[src/rtl/im_fetch_ctrl_pkg.sv]
// Shared types and constants for the instruction-fetch sequencer (im_fetch_ctrl).
package im_fetch_ctrl_pkg;

  typedef enum logic [1:0] {
    ST_BOOT  = 2'd0,
    ST_RUN   = 2'd1,
    ST_HALT  = 2'd2,
    ST_FAULT = 2'd3
  } state_t;

  localparam logic [31:0] RESET_PC_DEF = 32'h0000_3000;
  localparam logic [31:0] PC_INC       = 32'd4;

  typedef struct packed {
    logic [31:0] pc;
    logic [31:0] instr;
  } fetch_entry_t;

  // 33-bit offset keeps the upper-bound test immune to 32-bit wrap.
  function automatic logic pc_in_range(input logic [31:0] pc,
                                       input logic [31:0] base,
                                       input logic [32:0] span);
    logic [32:0] off;
    off = {1'b0, pc} - {1'b0, base};
    return (pc >= base) && (off < span);
  endfunction

endpackage

[src/rtl/im_fetch_fifo.sv]
// Prefetch FIFO for im_fetch_ctrl: synchronous, power-of-two depth, with flush.
module im_fetch_fifo
  import im_fetch_ctrl_pkg::*;
#(
  parameter int DEPTH = 2,
  localparam int AW = $clog2(DEPTH),
  localparam int CW = AW + 1
) (
  input  logic          clk,
  input  logic          reset,
  input  logic          flush,
  input  logic          push,
  input  logic          pop,
  input  fetch_entry_t  wdata,
  output fetch_entry_t  rdata,
  output logic [CW-1:0] count,
  output logic          empty
);

  fetch_entry_t  mem [DEPTH];
  logic [AW-1:0] wr_ptr;
  logic [AW-1:0] rd_ptr;
  logic          full;
  logic          do_push;
  logic          do_pop;

  assign empty   = (count == '0);
  assign full    = (count == CW'(DEPTH));
  assign do_pop  = pop && !empty;
  // A push into a full FIFO is legal only when the head leaves in the same cycle.
  assign do_push = push && (!full || do_pop);
  assign rdata   = mem[rd_ptr];

  always_ff @(posedge clk or negedge reset) begin
    if (!reset) begin
      wr_ptr <= '0;
      rd_ptr <= '0;
      count  <= '0;
      for (int i = 0; i < DEPTH; i++) mem[i] <= '0;
    end else if (flush) begin
      wr_ptr <= '0;
      rd_ptr <= '0;
      count  <= '0;
    end else begin
      if (do_push) begin
        mem[wr_ptr] <= wdata;
        wr_ptr      <= wr_ptr + 1'b1;
      end
      if (do_pop) rd_ptr <= rd_ptr + 1'b1;
      count <= count + {{(CW-1){1'b0}}, do_push} - {{(CW-1){1'b0}}, do_pop};
    end
  end

endmodule

[src/rtl/im_fetch_ctrl.sv]
// Instruction-fetch sequencer: owns the fetch PC, fills a prefetch FIFO, handles
// redirects, halt and illegal-address faults. Optional counters: IM_FETCH_PERF_EN.
module im_fetch_ctrl
  import im_fetch_ctrl_pkg::*;
#(
  parameter logic [31:0] RESET_PC   = RESET_PC_DEF,
  parameter int          IM_WORDS   = 4096,
  parameter int          FIFO_DEPTH = 2
) (
  input  logic        clk,
  input  logic        reset,
  output logic [31:0] im_addr,
  input  logic [31:0] im_instr,
  output logic        out_valid,
  output logic [31:0] out_instr,
  output logic [31:0] out_pc,
  input  logic        out_ready,
  input  logic        redirect_valid,
  input  logic [31:0] redirect_pc,
  input  logic        halt_req,
  output logic        fault,
  output logic [31:0] fault_pc,
  output logic [1:0]  state_o
`ifdef IM_FETCH_PERF_EN
  ,
  output logic [31:0] fetch_cnt,
  output logic [31:0] flush_cnt
`endif
);

  localparam int          CW      = $clog2(FIFO_DEPTH) + 1;
  localparam logic [32:0] IM_SPAN = 33'(IM_WORDS) << 2;

  state_t       state_q, state_d;
  logic [31:0]  pc_q, pc_d;
  logic [31:0]  fault_pc_q, fault_pc_d;
  logic         fault_q, fault_d;
  logic         flush;
  logic         push;
  logic         pop;
  logic         redirect_act;
  logic         redirect_bad;
  logic         can_fetch;
  logic [31:0]  next_seq;
  fetch_entry_t head;
  logic [CW-1:0] count;
  logic         empty;

  // Handshake: the head transfers on any cycle with out_valid && out_ready;
  // out_valid never depends on out_ready, and a redirect cancels that cycle's transfer.
  assign redirect_act = redirect_valid && (state_q == ST_RUN || state_q == ST_HALT);
  assign redirect_bad = (redirect_pc[1:0] != 2'b00) || !pc_in_range(redirect_pc, RESET_PC, IM_SPAN);
  assign pop          = out_valid && out_ready && !redirect_act;
  assign can_fetch    = (state_q == ST_RUN) && !redirect_act && !halt_req &&
                        ((count < CW'(FIFO_DEPTH)) || pop);
  assign push         = can_fetch;
  assign next_seq     = pc_q + PC_INC;

  im_fetch_fifo #(.DEPTH(FIFO_DEPTH)) u_fifo (
    .clk   (clk),
    .reset (reset),
    .flush (flush),
    .push  (push),
    .pop   (pop),
    .wdata ('{pc: pc_q, instr: im_instr}),
    .rdata (head),
    .count (count),
    .empty (empty)
  );

  always_ff @(posedge clk or negedge reset) begin
    if (!reset) begin
      state_q    <= ST_BOOT;
      pc_q       <= RESET_PC;
      fault_q    <= 1'b0;
      fault_pc_q <= '0;
    end else begin
      state_q    <= state_d;
      pc_q       <= pc_d;
      fault_q    <= fault_d;
      fault_pc_q <= fault_pc_d;
    end
  end

  always_comb begin
    state_d    = state_q;
    pc_d       = pc_q;
    fault_d    = fault_q;
    fault_pc_d = fault_pc_q;
    flush      = 1'b0;
    case (state_q)
      ST_BOOT: state_d = ST_RUN;
      ST_RUN, ST_HALT: begin
        if (redirect_act) begin
          flush = 1'b1;
          if (redirect_bad) begin
            state_d    = ST_FAULT;
            fault_d    = 1'b1;
            fault_pc_d = redirect_pc;
          end else begin
            pc_d = redirect_pc;
          end
        end else if (state_q == ST_RUN) begin
          if (halt_req) begin
            state_d = ST_HALT;
          end else if (can_fetch) begin
            pc_d = next_seq;
            // The address past the end is never fetched; it becomes the fault address.
            if (!pc_in_range(next_seq, RESET_PC, IM_SPAN)) begin
              state_d    = ST_FAULT;
              fault_d    = 1'b1;
              fault_pc_d = next_seq;
            end
          end
        end else if (!halt_req) begin
          state_d = ST_RUN;
        end
      end
      default: ;
    endcase
  end

  assign im_addr   = pc_q;
  assign out_valid = !empty;
  assign out_pc    = out_valid ? head.pc : '0;
  assign out_instr = out_valid ? head.instr : '0;
  assign fault     = fault_q;
  assign fault_pc  = fault_pc_q;
  assign state_o   = state_q;

`ifdef IM_FETCH_PERF_EN
  logic [32:0] flush_sum;
  assign flush_sum = {1'b0, flush_cnt} + 33'(count);

  always_ff @(posedge clk or negedge reset) begin
    if (!reset) begin
      fetch_cnt <= '0;
      flush_cnt <= '0;
    end else begin
      if (push && fetch_cnt != 32'hFFFF_FFFF) fetch_cnt <= fetch_cnt + 32'd1;
      if (flush) flush_cnt <= flush_sum[32] ? 32'hFFFF_FFFF : flush_sum[31:0];
    end
  end
`endif

endmodule
[config.mk]
export PLATFORM = sky130hd
export DESIGN_NAME = im_fetch_ctrl
export DESIGN_NICKNAME = d
export VERILOG_FILES = /design/src/rtl/im_fetch_ctrl_pkg.sv /design/src/rtl/im_fetch_fifo.sv /design/src/rtl/im_fetch_ctrl.sv
export SDC_FILE = /design/constraint.sdc
export NUM_CORES = 1
export LEC_CHECK = 0
export ABC_AREA = 1
export CORE_MARGIN = 5
export CORE_UTILIZATION = 54
export CTS_BUF_LIST = sky130_fd_sc_hd__clkbuf_2
export CTS_CLUSTER_DIAMETER = 200
export DETAILED_ROUTE_END_ITERATION = 6
export MAX_ROUTING_LAYER = met4
export PLACE_DENSITY = 0.93
export SLEW_MARGIN = 30
export SYNTH_ARGS = -nofsm -noshare
export SYNTH_HDL_FRONTEND = slang
export SYNTH_SLANG_ARGS = --single-unit
[constraint.sdc]
create_clock -name clk -period 3.03 [get_ports clk]
set_input_delay 0.303 -clock clk [delete_from_list [all_inputs] [get_ports clk]]
set_output_delay 0.303 -clock clk [all_outputs]
set_load 0.02 [all_outputs]
==> out/results.ini <==
[status]
status=completed

[logic_synthesis]
ys_warn_count=0
syn_area_um2=10400
synth_nets=1503
ys_ff_latch=199
ys_seq_area_share_pct=47.8
yosysMostFrequentCell=nand2_1
synth.largest_area_cell=dfrtp_1
post_synth_num_cell_types=40
syn_avg_cell_area_um2=7.30
yosysTopAreaCellShare_pct=47.3
synth_area_leaders=dfrtp_1 (47%), nand2_1 (18%), o21ai_0 (8.8%)
ys.flop_type=dfrtp_1
synth_edf_count=0
ys_top_cells_by_count=nand2_1 (495), dfrtp_1 (197), o21ai_0 (184)
synthArstFlopShare_pct=100
synth_cells=1428

[place]
dp_slack_ns=-0.0955
place_congestion=1.02
dp_hpwl_um=23000
numPortBuffers=200
dp_cells=1868

[min_path]
min_from=im_instr[6]
hold_path_end=u_fifo.mem[70]$_DFFE_PN0P_
hold_class=in2reg
hold_depth=3

[job]
drv_cap=0

[clock_tree]
tritoncts=built
clkSinkCount=199
clkTransAtPathRegs_ns=0.29
cts.path.max_buffers=2
clk_latency_ns=0.80
h-tree-depth=4
root_buffer=clkbuf_2
numCtsBuffers=17

[power]
powerDensity_nw_per_um2=1010
power_uw=13700
p_leak_uw=0.00729
vdd_ir_drop_max_v=0.000637

[worst_setup_path]
path_class=reg2reg
slowest_delay_ns=0.47
worstSetupStartpointType=flop
worst_ep_arrival_time_ns=3.65
reg2reg_to=fault_pc[22]$_DFFE_PN0P_
slowest_stage=dfrtp_1
worstPathMaxFanout=16
reg2reg_depth=21
cp.required_ns=3.76
cp_common_cell=nand2_1
regToRegSetupSlack_ns=0.11
reg2reg_from=im_addr[3]$_DFFE_PN0P_
cp_cell_sequence=ha_4 -> nand2_1 -> nor2_4 -> nand3_4 -> nand2_2 -> nand2_1 -> nor2_2 -> nand2_1 -> nor2_1 -> nand2_1 -> nand2_1 -> nand2_1 -> clkinv_1 -> nand2_1 -> nor2_1 -> nand3_2 -> nand2_4 -> nand2_8 -> buf_12 -> nand3_1 -> nand2_1
crit_path_end_kind=flop

[drt]
first_pass_iters=6
drt-vias-per-instance=5.52
vias=10500
wl_um=32500
route.detailed.drc=0
drtIter0Drc=982
wl_per_cell_um=17.0
drtAntennaViolNets=0

[global_route]
grt_pass1_wl_um=51100
grt_start_max_net_pins=86
grtUsageTotal_pct=29.4
grt_overflow=0
grt_pass1_vias=10000
antenna_found_initial=1

[die]
die-area_um2=22200
start_util_pct=55.3
core_region_area_um2=18800
num_rows=50
fp.dieW_um=149
die_h_um=149
io_pins=201

[cells_and_area]
fin_nets=1712
instances_no_fill=1911
drive_above_1_share_pct=9.03
multi_input_area_um2=4670
area_growth_syn_to_layout_pct=30.1
regArea_um2=4990
fill_cells=1417

[timing]
hold_viol=0
worstMarginPinSlew_ns=0.687
slew_viol_final=0
finalSetupTns_ns=0
fin_ws_ns=0.112
clock-skew-final_ns=0.0656
setup_viol=0
rsz0062_at_grt=yes
period_share_pct=96.3
finalCriticalPeriod_ns=2.92
fmax_mhz=343
slew_headroom_pct=54.2

worst max-delay path: cells and delay by family (launching register included):
family / cells / cell delay [ns]
adder cells (fa/ha/maj): 1 / 0.17
flip-flops: 1 / 0.47
AND/OR/NAND/NOR: 18 / 1.99
buffers and inverters: 2 / 0.22
layer usage:
layer	share of wire [%]	track usage [%]
met3	9.6	4.80
met1	42	41.1
met2	46	44.9
met4	2.4	8.01
met5	0	-
where the power goes:
part / leakage, µW / internal (µW) / switching, µW
sequential: 0.00251 / 3760 / 732
combinational: 0.00463 / 3060 / 4850
clock: 0.000144 / 327 / 964
placed cells by master (no fill, tap or decap), types with 6 or more instances in the layout:
cell type	instances
clkbuf_2	18
nor2_1	58
dfrtp_2	6
o21ai_1	16
inv_1	164
o21ai_0	183
nand2_1	488
dfrtp_1	190
buf_4	50
nor2_4	9
nand4_1	14
nand2_2	9
nand3_1	60
clkdlybuf4s50_1	148
o21a_1	16
a21boi_0	8
a21oi_1	67
nor2_2	11
dlymetal6s2s_1	50
timing repair:
item / in CTS / in global routing
hold endpoints to repair: 82 / 0
pin swaps: 0 / 8
buffers inserted: 2 / 5
hold buffers: 1 / 0
gates resized for setup: 1 / 93
cloned: 0 / 2
endpoints found under the setup margin: 40 / 119
worst max-delay path by stage:
stage,from,to,slack [ns]
floorplan,im_addr[3]$_DFFE_PN0P_,fault_pc[0]$_DFFE_PN0P_,0.33
global placement,redirect_pc[18],im_addr[30]$_DFFE_PN0P_,0.009
detailed placement,redirect_pc[18],fault_pc[18]$_DFFE_PN0P_,-0.1
CTS,im_addr[2]$_DFFE_PN0P_,fault_pc[29]$_DFFE_PN0P_,0.003
global route,im_addr[2]$_DFFE_PN0P_,fault_pc[27]$_DFFE_PN0P_,-0.14
finish,im_addr[3]$_DFFE_PN0P_,fault_pc[22]$_DFFE_PN0P_,0.11
final cells by class:
cell class	instances	area share, %
diodes	1	0.0185
inverters	169	4.68
flip-flops and latches	199	36.8
clock inverters	14	1.02
clock buffers	18	0.665
well taps	260	2.40
multi-input cells	989	34.5
repair buffers	261	19.9
metrics by stage:
step / util, % / hold slack (ns) / cell area (µm²)
2_1_floorplan: - / 0.00741 / 10400
3_3_place_gp: 68.6 / 0.398 / 12900
3_5_place_dp: 68.6 / 0.402 / 12900
4_1_cts: 70.0 / 0.0134 / 13200
5_1_grt: 72.0 / 0.00688 / 13600
6_report: 72.0 / 0.0501 / 13600
registers in the layout (all words and copies together), names as in the netlist:
| signal | count |
|---|---|
| u_fifo.mem | 128 |
| u_fifo.wr_ptr | 1 |
| fault_pc | 32 |
| u_fifo.count | 2 |
| fault | 1 |
| u_fifo.rd_ptr | 1 |
| state_o | 2 |
| im_addr | 32 |
kinds of logic after synthesis:
family,synth area share (%)
and+or+nand+nor,26.5
AOI/OAI and AO/OA,15.0
buffers and inverters,9.00
DFF,47.8
xor gates and xnor gates,0.840
adders and majority gates,0.720
muxes,0.108
Power figures use the tool's default switching activity.
